## src/rtl/display_pkg.sv

```systemverilog
// Shared constants and types for the display path: BCD converter, display controller and
// segment decoder all agree on digit width, blank code and saturation digit.
package display_pkg;

  localparam int unsigned DIGIT_W            = 4;
  localparam int unsigned NUM_DISPLAY_DIGITS = 8;

  localparam logic [3:0] BLANK_CODE    = 4'hF;
  localparam logic [3:0] BCD_SAT_DIGIT = 4'h9;
  localparam logic [3:0] DIGIT_ZERO    = 4'h0;
  localparam logic [3:0] DIGIT_MAX     = 4'h9;

  typedef enum logic [0:0] {
    StIdle  = 1'b0,
    StShift = 1'b1
  } bcd_state_e;

endpackage

```

## src/rtl/bcd_digit_adjust.sv

```systemverilog
// Double-dabble digit correction: any digit of 5 or more gets +3 before the next shift.
module bcd_digit_adjust (
  input  logic [3:0] digit_i,
  output logic [3:0] digit_o
);

  always_comb begin
    digit_o = digit_i;
    if (digit_i >= 4'd5) begin
      digit_o = digit_i + 4'd3;
    end
  end

endmodule

```

## src/rtl/bin_to_bcd_serial.sv

```systemverilog
// Serial binary-to-packed-BCD converter, one double-dabble bit per clock, with saturation.
// Optional LEADING_ZERO_BLANK_EN replaces leading zero digits with the blank code.
module bin_to_bcd_serial
  import display_pkg::*;
#(
  parameter int unsigned BIN_WIDTH  = 27,
  parameter int unsigned NUM_DIGITS = 8
) (
  input  logic                    clk_i,
  input  logic                    rst_ni,
  input  logic                    start_i,
  input  logic [BIN_WIDTH-1:0]    bin_in_i,
  output logic                    busy_o,
  output logic                    done_o,
  output logic [4*NUM_DIGITS-1:0] bcd_value_o,
  output logic                    overflow_o
);

  localparam int unsigned BcdW = 4 * NUM_DIGITS;
  localparam int unsigned CntW = $clog2(BIN_WIDTH + 1);

  bcd_state_e           state_q, state_d;
  logic [BIN_WIDTH-1:0] bin_q, bin_d;
  logic [BcdW-1:0]      work_q, work_d;
  logic                 ovf_flag_q, ovf_flag_d;
  logic [CntW-1:0]      cnt_q, cnt_d;
  logic [BcdW-1:0]      bcd_q, bcd_d;
  logic                 ovf_q, ovf_d;
  logic                 done_q, done_d;

  logic [BcdW-1:0]      adj;
  logic [BcdW-1:0]      work_shift;
  logic [BIN_WIDTH-1:0] bin_shift;
  logic                 flag_next;
  logic [BcdW-1:0]      result;

  for (genvar g = 0; g < NUM_DIGITS; g++) begin : g_adj
    bcd_digit_adjust u_adj (
      .digit_i (work_q[4*g +: 4]),
      .digit_o (adj[4*g +: 4])
    );
  end

  // Bit leaving the top digit means the running value crossed 10^NUM_DIGITS.
  assign work_shift = {adj[BcdW-2:0], bin_q[BIN_WIDTH-1]};
  assign bin_shift  = {bin_q[BIN_WIDTH-2:0], 1'b0};
  assign flag_next  = ovf_flag_q | adj[BcdW-1];

`ifdef LEADING_ZERO_BLANK_EN
  logic seen_nonzero;

  always_comb begin
    result       = work_shift;
    seen_nonzero = 1'b0;
    for (int i = NUM_DIGITS - 1; i >= 1; i--) begin
      if (work_shift[4*i +: 4] != DIGIT_ZERO) begin
        seen_nonzero = 1'b1;
      end else if (!seen_nonzero) begin
        result[4*i +: 4] = BLANK_CODE;
      end
    end
  end
`else
  assign result = work_shift;
`endif

  always_comb begin
    state_d    = state_q;
    bin_d      = bin_q;
    work_d     = work_q;
    ovf_flag_d = ovf_flag_q;
    cnt_d      = cnt_q;
    bcd_d      = bcd_q;
    ovf_d      = ovf_q;
    done_d     = 1'b0;

    unique case (state_q)
      StIdle: begin
        if (start_i) begin
          bin_d      = bin_in_i;
          work_d     = '0;
          ovf_flag_d = 1'b0;
          cnt_d      = CntW'(BIN_WIDTH);
          state_d    = StShift;
        end
      end
      StShift: begin
        bin_d      = bin_shift;
        work_d     = work_shift;
        ovf_flag_d = flag_next;
        cnt_d      = cnt_q - CntW'(1);
        if (cnt_q == CntW'(1)) begin
          bcd_d   = flag_next ? {NUM_DIGITS{BCD_SAT_DIGIT}} : result;
          ovf_d   = flag_next;
          done_d  = 1'b1;
          state_d = StIdle;
        end
      end
      default: state_d = StIdle;
    endcase
  end

  always_ff @(posedge clk_i or negedge rst_ni) begin
    if (!rst_ni) begin
      state_q    <= StIdle;
      bin_q      <= '0;
      work_q     <= '0;
      ovf_flag_q <= 1'b0;
      cnt_q      <= '0;
      bcd_q      <= '0;
      ovf_q      <= 1'b0;
      done_q     <= 1'b0;
    end else begin
      state_q    <= state_d;
      bin_q      <= bin_d;
      work_q     <= work_d;
      ovf_flag_q <= ovf_flag_d;
      cnt_q      <= cnt_d;
      bcd_q      <= bcd_d;
      ovf_q      <= ovf_d;
      done_q     <= done_d;
    end
  end

  assign busy_o      = (state_q == StShift);
  assign done_o      = done_q;
  assign bcd_value_o = bcd_q;
  assign overflow_o  = ovf_q;

endmodule
```

## config.mk

```make
export PLATFORM = sky130hd
export DESIGN_NAME = bin_to_bcd_serial
export DESIGN_NICKNAME = d
export VERILOG_FILES = /design/src/rtl/display_pkg.sv /design/src/rtl/bcd_digit_adjust.sv /design/src/rtl/bin_to_bcd_serial.sv
export SDC_FILE = /design/constraint.sdc
export NUM_CORES = 1
export LEC_CHECK = 0
export ABC_AREA = 1
export BUFFER_PORTS_ARGS = -buffer_cell sky130_fd_sc_hd__buf_2
export CAP_MARGIN = 20
export CORE_UTILIZATION = 55
export CTS_CLUSTER_DIAMETER = 40
export DETAILED_ROUTE_END_ITERATION = 8
export PLACE_DENSITY = 0.88
export SKIP_LAST_GASP = 1
export SLEW_MARGIN = 15
export SYNTH_ARGS = -nofsm -noshare
export SYNTH_HDL_FRONTEND = slang
export SYNTH_SLANG_ARGS = --single-unit
export TNS_END_PERCENT = 50
```

## constraint.sdc

```tcl
create_clock -name clk_i -period 3.2 [get_ports clk_i]
set_input_delay 0 -clock clk_i [delete_from_list [all_inputs] [get_ports clk_i]]
set_output_delay 0 -clock clk_i [all_outputs]
set_load 0.01 [all_outputs]
```

After elaboration in Yosys (flattened, before gate mapping)
Cells that the tools add are included.
- flip-flop bits (word level): 100
- bits of input ports: 30
- output and inout port bits: 35
- word-level logic and storage cells: 52
- $add $sub $neg: 9
- $lt $le $gt $ge: 8
- equality and inequality tests: 2
- muxes and demuxes: 22
- bitwise gates (word level): 2
- reductions and logical operators: 1
- operators with widths (operator ; count):
    $mux W32 ; 2
    $pmux W32 S2 ; 1
    $pmux W27 S2 ; 1
    $add A4 B2 Y4 const B ; 8
    $ge A4 B3 Y1 const B ; 8
    $mux W4 ; 8
    $mux W27 ; 1
    $pmux W5 S2 ; 1
    $eq A5 B1 Y1 const B ; 1
    $mux W1 ; 5
    $mux W5 ; 1
    $sub A5 B1 Y5 const B ; 1
    $pmux W1 S2 ; 2
    $ne A2 B2 Y1 const B ; 1
    $reduce_and A2 Y1 ; 1
    $not A1 Y1 ; 1
    $or A1 B1 Y1 ; 1

Longest topological paths before layout
Gate-level depths: netlist of run 1.
- depth after elaboration: 4
- depth in mapped cells: 10
- depth with buffers taken out: 9

By module
From an unflattened synthesis of run 1, not the netlist that was laid out.
- cell total of the unflattened synthesis: 681
- area, all modules: 5325.1 um^2
- by module, submodules not included (module ; times used ; cells an instance ; area each (um^2) ; seq. area each (um^2)):
    bin_to_bcd_serial ; 1 ; 497 ; 4244.1 ; 2502.4
    bcd_digit_adjust ; 8 ; 23 ; 135.1 ; 0.0

Worst setup path after synthesis of run 1
No wires, ideal clock.
- kind: reg-to-reg
- from: register work_q[28]
- to: register bcd_q[10], in the netlist bcd_value_o[10]
- data arrival time: 1305 ps
- path slack: 1771 ps
- cell stages (with the launch flop): 10
- path buffers: 1
- period minus slack after synthesis: 1429 ps
- cells stage by stage: dfrtp_1 -> inv_1 -> ha_1 -> inv_1 -> nand2_1 -> nand2_1 -> nand3_1 -> nand2_2 -> clkbuf_2 -> o21ai_1
- word-level cells in the longest chain between the ends: 4
- ends and longest elaborated chain (item ; line ; RTL):
    start: declaration ; bin_to_bcd_serial.sv:24 ; logic [BcdW-1:0] work_q, work_d;
    start signal: assignment ; bin_to_bcd_serial.sv:116 ; work_q <= work_d;
    $add A4 B2 Y4 or $ge A4 B3 Y1 (tied branches) ; bcd_digit_adjust.sv:10, bcd_digit_adjust.sv:9 ;
    $mux W4 * ; bcd_digit_adjust.sv:9 ; if (digit_i >= 4'd5) begin
    $or A1 B1 Y1 * ; bin_to_bcd_serial.sv:47 ; assign flag_next = ovf_flag_q | adj[BcdW-1];
    $mux W32 * ; bin_to_bcd_serial.sv:93 ; bcd_d = flag_next ? {NUM_DIGITS{BCD_SAT_DIGIT}} : result;
    end signal: assignment ; bin_to_bcd_serial.sv:110 ; bcd_q <= '0;
    end signal: assignment ; bin_to_bcd_serial.sv:119 ; bcd_q <= bcd_d;
    end: declaration ; bin_to_bcd_serial.sv:27 ; logic [BcdW-1:0] bcd_q, bcd_d;
Mark *: on every way between the ends. The rest lies on a longest branch, timed or not.
A chain may end at the register's enable or synchronous reset.

Final worst setup path of run 1
- from: register state_q, in the netlist busy_o
- to: register bcd_q[16], in the netlist bcd_value_o[16]
- word-level cells in the longest chain between the ends: 1
- ends and longest elaborated chain (item ; line ; RTL):
    start: declaration ; bin_to_bcd_serial.sv:22 ; bcd_state_e state_q, state_d;
    start signal: assignment ; bin_to_bcd_serial.sv:105 ; state_q <= StIdle;
    start signal: assignment ; bin_to_bcd_serial.sv:114 ; state_q <= state_d;
    $reduce_and A2 Y1 (no line) ; n/a ;
Every way passes these cells.

==> flow_metrics.py, run 1 <==
metrics = {
    "placed_design": {
        "numPortBuffers": 64,
        "hpwl_um": 7280,
        "gp_congestion": 0.897,
        "post_dp_cell_area_mm2": 0.00530,
    },
    "final_layout": {
        "fin_nets": 723,
        "drive_gt1_frac": 0.140,
        "mostFrequentLayoutCells": "155 x nand2_1, 99 x dfrtp_1, 67 x nand3_1",
        "area_growth_pct": 16.5,
        "fin_area_mm2": 0.00576,
        "num_antenna_cells": 0,
        "final_common_cell": "nand2_1",
        "finish.utilization": 0.661,
    },
    "setup_path": {
        "cp_common_cell": "nor2_1",
        "crit_slowest_cell": "nor2_4",
        "path_max_fanout": 40,
        "critPathLaunchType": "flop",
        "worst_ep_required_time_ns": 3.46,
        "crit_path_max_incr_delay_ns": 0.81,
        "crit_type": "flop to flop",
        "worst_ep_arrival_time_ns": 2.62,
        "end_kind": "flop",
        "path_cells": "inv_1 -> nor2_4 -> nand3_1 -> nor2_1 -> nor2_1",
    },
    "route": {
        "vias": 4393,
        "drtAntennaViolNets": 0,
        "vias_per_cell": 5.57,
        "drcViolationCount": 0,
        "wl_per_cell_um": 14.6,
        "finalWirelength_um": 11500,
        "dr.first_iter.drc_count": 280,
        "dr.pass1.iters": 4,
    },
    "synthesis": {
        "synth.avg_cell_area_um2": 8.37,
        "ys_dominant_reg_cell": "dfrtp_1",
        "syn_nets": 639,
        "ys_top_cells_by_area": "dfrtp_1 51%, nand2_1 12%, nand3_1 6.8%",
        "synth-seq-cells": 100,
        "syn_area_mm2": 0.00495,
        "ys_types": 26,
        "synth_top_area_frac": 0.506,
        "synth_edf_count": 0,
        "yosysWarnings": 0,
        "postSynthCellCount": 591,
        "async_reset_ff_frac": 1.00,
        "synth.largest_area_cell": "dfrtp_1",
        "synth-seq-area-share": 0.506,
    },
    "cts": {
        "clock_sinks": 100,
        "clk_path_buf_depth": 2,
        "cts-hold-fix-buffers": 29,
        "cts_buffers": 9,
        "htreeDepth": 3,
        "clkTransAtPathRegs_ns": 0.09,
        "cts_resized": 0,
        "post_cts_buffers": 0,
        "root_buffer": "clkbuf_8",
        "cts_tree": "built",
        "worstSkewPairLatency_ns": 0.37,
    },
    "run": {
        "drv_cap": 0,
    },
    "floorplan": {
        "die_w_um": 96.8,
        "chipHeight_um": 96.8,
        "row_count": 34,
        "start_util": 0.567,
        "die_area_mm2": 0.00938,
        "ios": 65,
        "core-area_mm2": 0.00872,
    },
    "grt": {
        "grt_pass1_vias": 4373,
        "grt_max_degree": 51,
        "grt_use_total": 0.257,
        "antenna_found_initial": 0,
        "grt_pass1_wl_um": 19700,
        "overflow": 0,
    },
    "sta": {
        "setup_tns_ns": 0,
        "drv_slew": 0,
        "timing.fmax_mhz": 424,
        "finalHoldViolations": 0,
        "fin_hold_ws_ns": 0.190,
        "setup_viol_count_final": 0,
        "fin_skew_ns": 0.00915,
        "max_slew_margin": 0.389,
        "period_share": 0.738,
        "period_minus_slack_ns": 2.36,
        "max_slew.worst_pin.slew_ns": 0.914,
        "rsz0062_at_grt": "false",
    },
    "power_and_ir_drop": {
        "irDropWorstVdd_v": 0.000456,
        "p_leak_nw": 2.87,
        "power.total_mw": 5.50,
        "p_per_area_mw_per_mm2": 954,
    },
    "status": {
        "status": "complete, no violations",
    },
    "min_path": {
        "holdCritPathClass": "primary input to async pin",
    },
}
==> path summary, 6_finish.rpt <==
check / from / end / slack, ns / depth (start not counted)
max in group asynchronous: rst_ni / busy_o / 2.18 / 3
max reg2reg: busy_o / bcd_value_o[16] / 0.84 / 5
max: busy_o / bcd_value_o[16] / 0.84 / 5
min in group clk_i: bin_in_i[25] / bin_q[25] / 0.36 / 4
min reg2reg: overflow_o / overflow_o / 0.49 / 2
min: rst_ni / bcd_value_o[9] / 0.19 / 2
==> layer usage <==
metal / GRT usage / vias up / part of all wire / wire length, um
li1: - / 2128 / - / -
met4: 0.0792 / 0 / 0.016 / 184
met1: 0.321 / 2091 / 0.42 / 4840
met2: 0.440 / 148 / 0.51 / 5850
met3: 0.0650 / 26 / 0.056 / 641
met5: 0 / - / 0 / 0
==> cells in the mapped netlist (all sizes together) (10+ instances only) <==
cell,n
buf,14
nand2,156
o21ai,60
nand4,17
ha,18
inv,57
nand3,69
nor2,50
a22oi,10
a21oi,10
dfrtp,100
clkbuf,10
==> worst max-delay path: cells and delay by family (launching register included) <==
family	cells	cell delay [ns]
simple gates	4	1.15
flops	1	0.72
buf+inv	1	0.37
==> sequential cells by signal, indices dropped and copies added (netlist names) <==
| signal | cells |
|---|---|
| bcd_value_o | 32 |
| work_q | 32 |
| bin_q | 27 |
| cnt_q | 5 |
| busy_o | 1 |
| done_o | 1 |
| overflow_o | 1 |
| ovf_flag_q | 1 |
==> kinds of logic (layout without fill, tap and decap cells) <==
logic type / count (synthesis) / count (layout) / share of synthesized area
simple gates: 292 / 292 / 0.258
compound gates: 100 / 100 / 0.119
flops: 100 / 100 / 0.506
buf+inv: 81 / 170 / 0.0711
fa+ha+maj: 18 / 18 / 0.0455
==> final cells by class <==
class,count,area (um2)
repair buffers,97,643
flip-flops and latches,100,2500
multi-input cells,410,2090
inverters,57,214
fillers,686,2960
clock inverters,7,51.3
well taps,108,135
clock buffers,9,124
==> power by group <==
group / leakage, nW / switching, mW / internal (mW)
clock network: 0.0860 / 0.445 / 0.286
registers: 1.23 / 0.377 / 1.81
logic: 1.55 / 1.67 / 0.910
==> metrics by stage <==
stage	cells	setup WS [ns]
final	788	0.839
after global routing	788	0.562
after CTS	788	0.869
after detailed placement	743	0.879
after global placement	743	0.989
after floorplan	591	1.77
(Power assumes the default switching activity.)
==> inputs of run 2 (changes only) <==
--- a/config.mk
+++ b/config.mk
@@ -8,10 +8,10 @@
 export ABC_AREA = 1
 export BUFFER_PORTS_ARGS = -buffer_cell sky130_fd_sc_hd__buf_2
 export CAP_MARGIN = 20
-export CORE_UTILIZATION = 55
+export CORE_UTILIZATION = 52
 export CTS_CLUSTER_DIAMETER = 40
 export DETAILED_ROUTE_END_ITERATION = 8
-export PLACE_DENSITY = 0.88
+export PLACE_DENSITY = 0.87
 export SKIP_LAST_GASP = 1
 export SLEW_MARGIN = 15
 export SYNTH_ARGS = -nofsm -noshare
==> constraint.sdc (replaced) <==
create_clock -name clk_i -period 2.1 [get_ports clk_i]
set_input_delay 0 -clock clk_i [delete_from_list [all_inputs] [get_ports clk_i]]
set_output_delay 0 -clock clk_i [all_outputs]
set_load 0.01 [all_outputs]
==> flow_metrics.py, run 2 (synthesis gave the netlist of run 1 again) <==
metrics = {
    "cts": {
        "clkTransAtPathRegs_ns": 0.10,
        "htreeDepth": 3,
        "clk_path_buf_depth": 2,
        "worstSkewPairLatency_ns": 0.37,
        "cts_buffers": 9,
        "clock_sinks": 100,
        "root_buffer": "clkbuf_8",
        "cts_tree": "built",
    },
    "final_layout": {
        "fin_nets": 726,
        "num-fill-cells": 753,
        "mostFrequentLayoutCells": "155 x nand2_1, 99 x dfrtp_1, 67 x nand3_1",
        "drive_gt1_frac": 0.143,
        "num_antenna_cells": 0,
        "final_common_cell": "nand2_1",
        "finish.utilization": 0.634,
        "instances_no_fill": 812,
        "area_growth_pct": 18.4,
    },
    "power_and_ir_drop": {
        "power.total_mw": 8.44,
        "irDropWorstVdd_v": 0.000601,
        "p_leak_nw": 2.90,
        "p_per_area_mw_per_mm2": 1440,
    },
    "route": {
        "drcViolationCount": 0,
        "dr.first_iter.drc_count": 359,
        "vias_per_cell": 5.48,
        "drtAntennaViolNets": 0,
        "wl_per_cell_um": 14.3,
        "vias": 4453,
        "dr.pass1.iters": 7,
        "finalWirelength_um": 11600,
    },
    "grt": {
        "grt_pass1_vias": 4424,
        "grt_max_degree": 73,
        "grt_use_total": 0.250,
        "grt_pass1_wl_um": 19700,
        "antenna_found_initial": 0,
        "overflow": 0,
    },
    "sta": {
        "max_slew.worst_pin.slew_ns": 0.521,
        "rsz0062_at_grt": "false",
        "setup_tns_ns": 0,
        "timing.fmax_mhz": 568,
        "fin_skew_ns": 0.00929,
        "setup_viol_count_final": 0,
        "max_slew_margin": 0.652,
        "period_minus_slack_ns": 1.76,
        "drv_slew": 0,
        "finalHoldViolations": 0,
        "period_share": 0.838,
    },
    "placed_design": {
        "numPortBuffers": 64,
        "gp_congestion": 0.914,
        "hpwl_um": 7480,
        "dp.cells": 767,
    },
    "setup_path": {
        "r2r_slack_ns": 0.34,
        "crit_family": "simple AND/OR/NAND/NOR gates",
        "worst_ep_required_time_ns": 2.41,
        "path_buf_inv": 2,
        "crit_type": "flop to flop",
        "reg2reg_depth": 9,
        "worst_ep_arrival_time_ns": 2.07,
        "crit_cells": 9,
        "path_max_fanout": 22,
        "path_cells": "inv_1 -> ha_1 -> inv_1 -> nand2_1 -> nand2_1 -> nand3_1 -> nand2_2 -> nand2_1 -> nand3_1",
        "crit_slowest_cell": "dfrtp_1",
        "critPathLaunchType": "flop",
        "end_kind": "flop",
        "cp_common_cell": "nand2_1",
        "crit_path_max_incr_delay_ns": 0.42,
    },
    "floorplan": {
        "ios": 65,
        "die_area_mm2": 0.00991,
        "start_util": 0.535,
        "die_w_um": 99.5,
        "core-area_mm2": 0.00924,
        "chipHeight_um": 99.5,
        "row_count": 35,
    },
    "run": {
        "drv_cap": 0,
    },
    "min_path": {
        "holdCritPathClass": "primary input to async pin",
    },
    "status": {
        "status": "complete, no violations",
    },
}
## run 2: cell count changes in the layout (fill, tap and decap cells not counted)
cell | before | now
buf_12 | 0 | 3
inv_6 | 2 | 4
clkinv_2 | 2 | 1
clkinvlp_4 | 2 | 1
## run 2: timing repair
item | 4_1_cts | 5_1_grt
buffers inserted | 0 | 0
resized for setup | 0 | 0
hold endpoints to repair | 93 | 0
hold buffers | 29 | 0
## run 2: power by group
group          total, mW  switching, mW  internal (mW)  leakage [nW]
combinational       4.00           2.58           1.42          1.58
sequential          3.28          0.530           2.75          1.23
clock               1.16          0.711          0.448        0.0910
## run 2: layer usage
layer,global-route usage,wire length (um)
met5,0,0
met4,0.0713,158
met3,0.0555,614
met2,0.456,6040
met1,0.295,4830
## run 2: final cells by class
cell class / count / area, um2 / area share
Clock buffer: 9 / 124 / 0.0212
Clock inverter: 7 / 56.3 / 0.00962
Inverter: 57 / 214 / 0.0365
Multi-Input combinational cell: 410 / 2090 / 0.357
Sequential cell: 100 / 2500 / 0.428
Tap cell: 129 / 161 / 0.0276
Timing Repair Buffer: 100 / 703 / 0.120
## run 2: path summary, 6_finish.rpt
path                                       from               to
worst min register to register  bcd_value_o[14]  bcd_value_o[14]
max in group asynchronous                rst_ni           busy_o
worst max-delay path                 work_q[28]   bcd_value_o[4]
min in group clk_i                  bin_in_i[2]         bin_q[2]
worst max register to register       work_q[28]   bcd_value_o[4]
worst min-delay path                     rst_ni   bcd_value_o[9]
## run 2: worst register-to-register path, delay by kind of cell, from the launching register on
family                     cells  cell delay (ns)
buffers and inverters          2             0.16
adders and majority gates      1             0.20
DFF                            1             0.42
and+or+nand+nor                6             0.93
## run 2: metrics by stage
stage               area [um2]  setup WS (ns)  hold WS, ns
global placement          5380          0.443      -0.0519
CTS                       5850          0.340       0.0969
detailed placement        5380          0.368      -0.0434
finish                    5850          0.339       0.0980
global route              5850          0.140        0.131
floorplan                 4950          0.671       -0.296
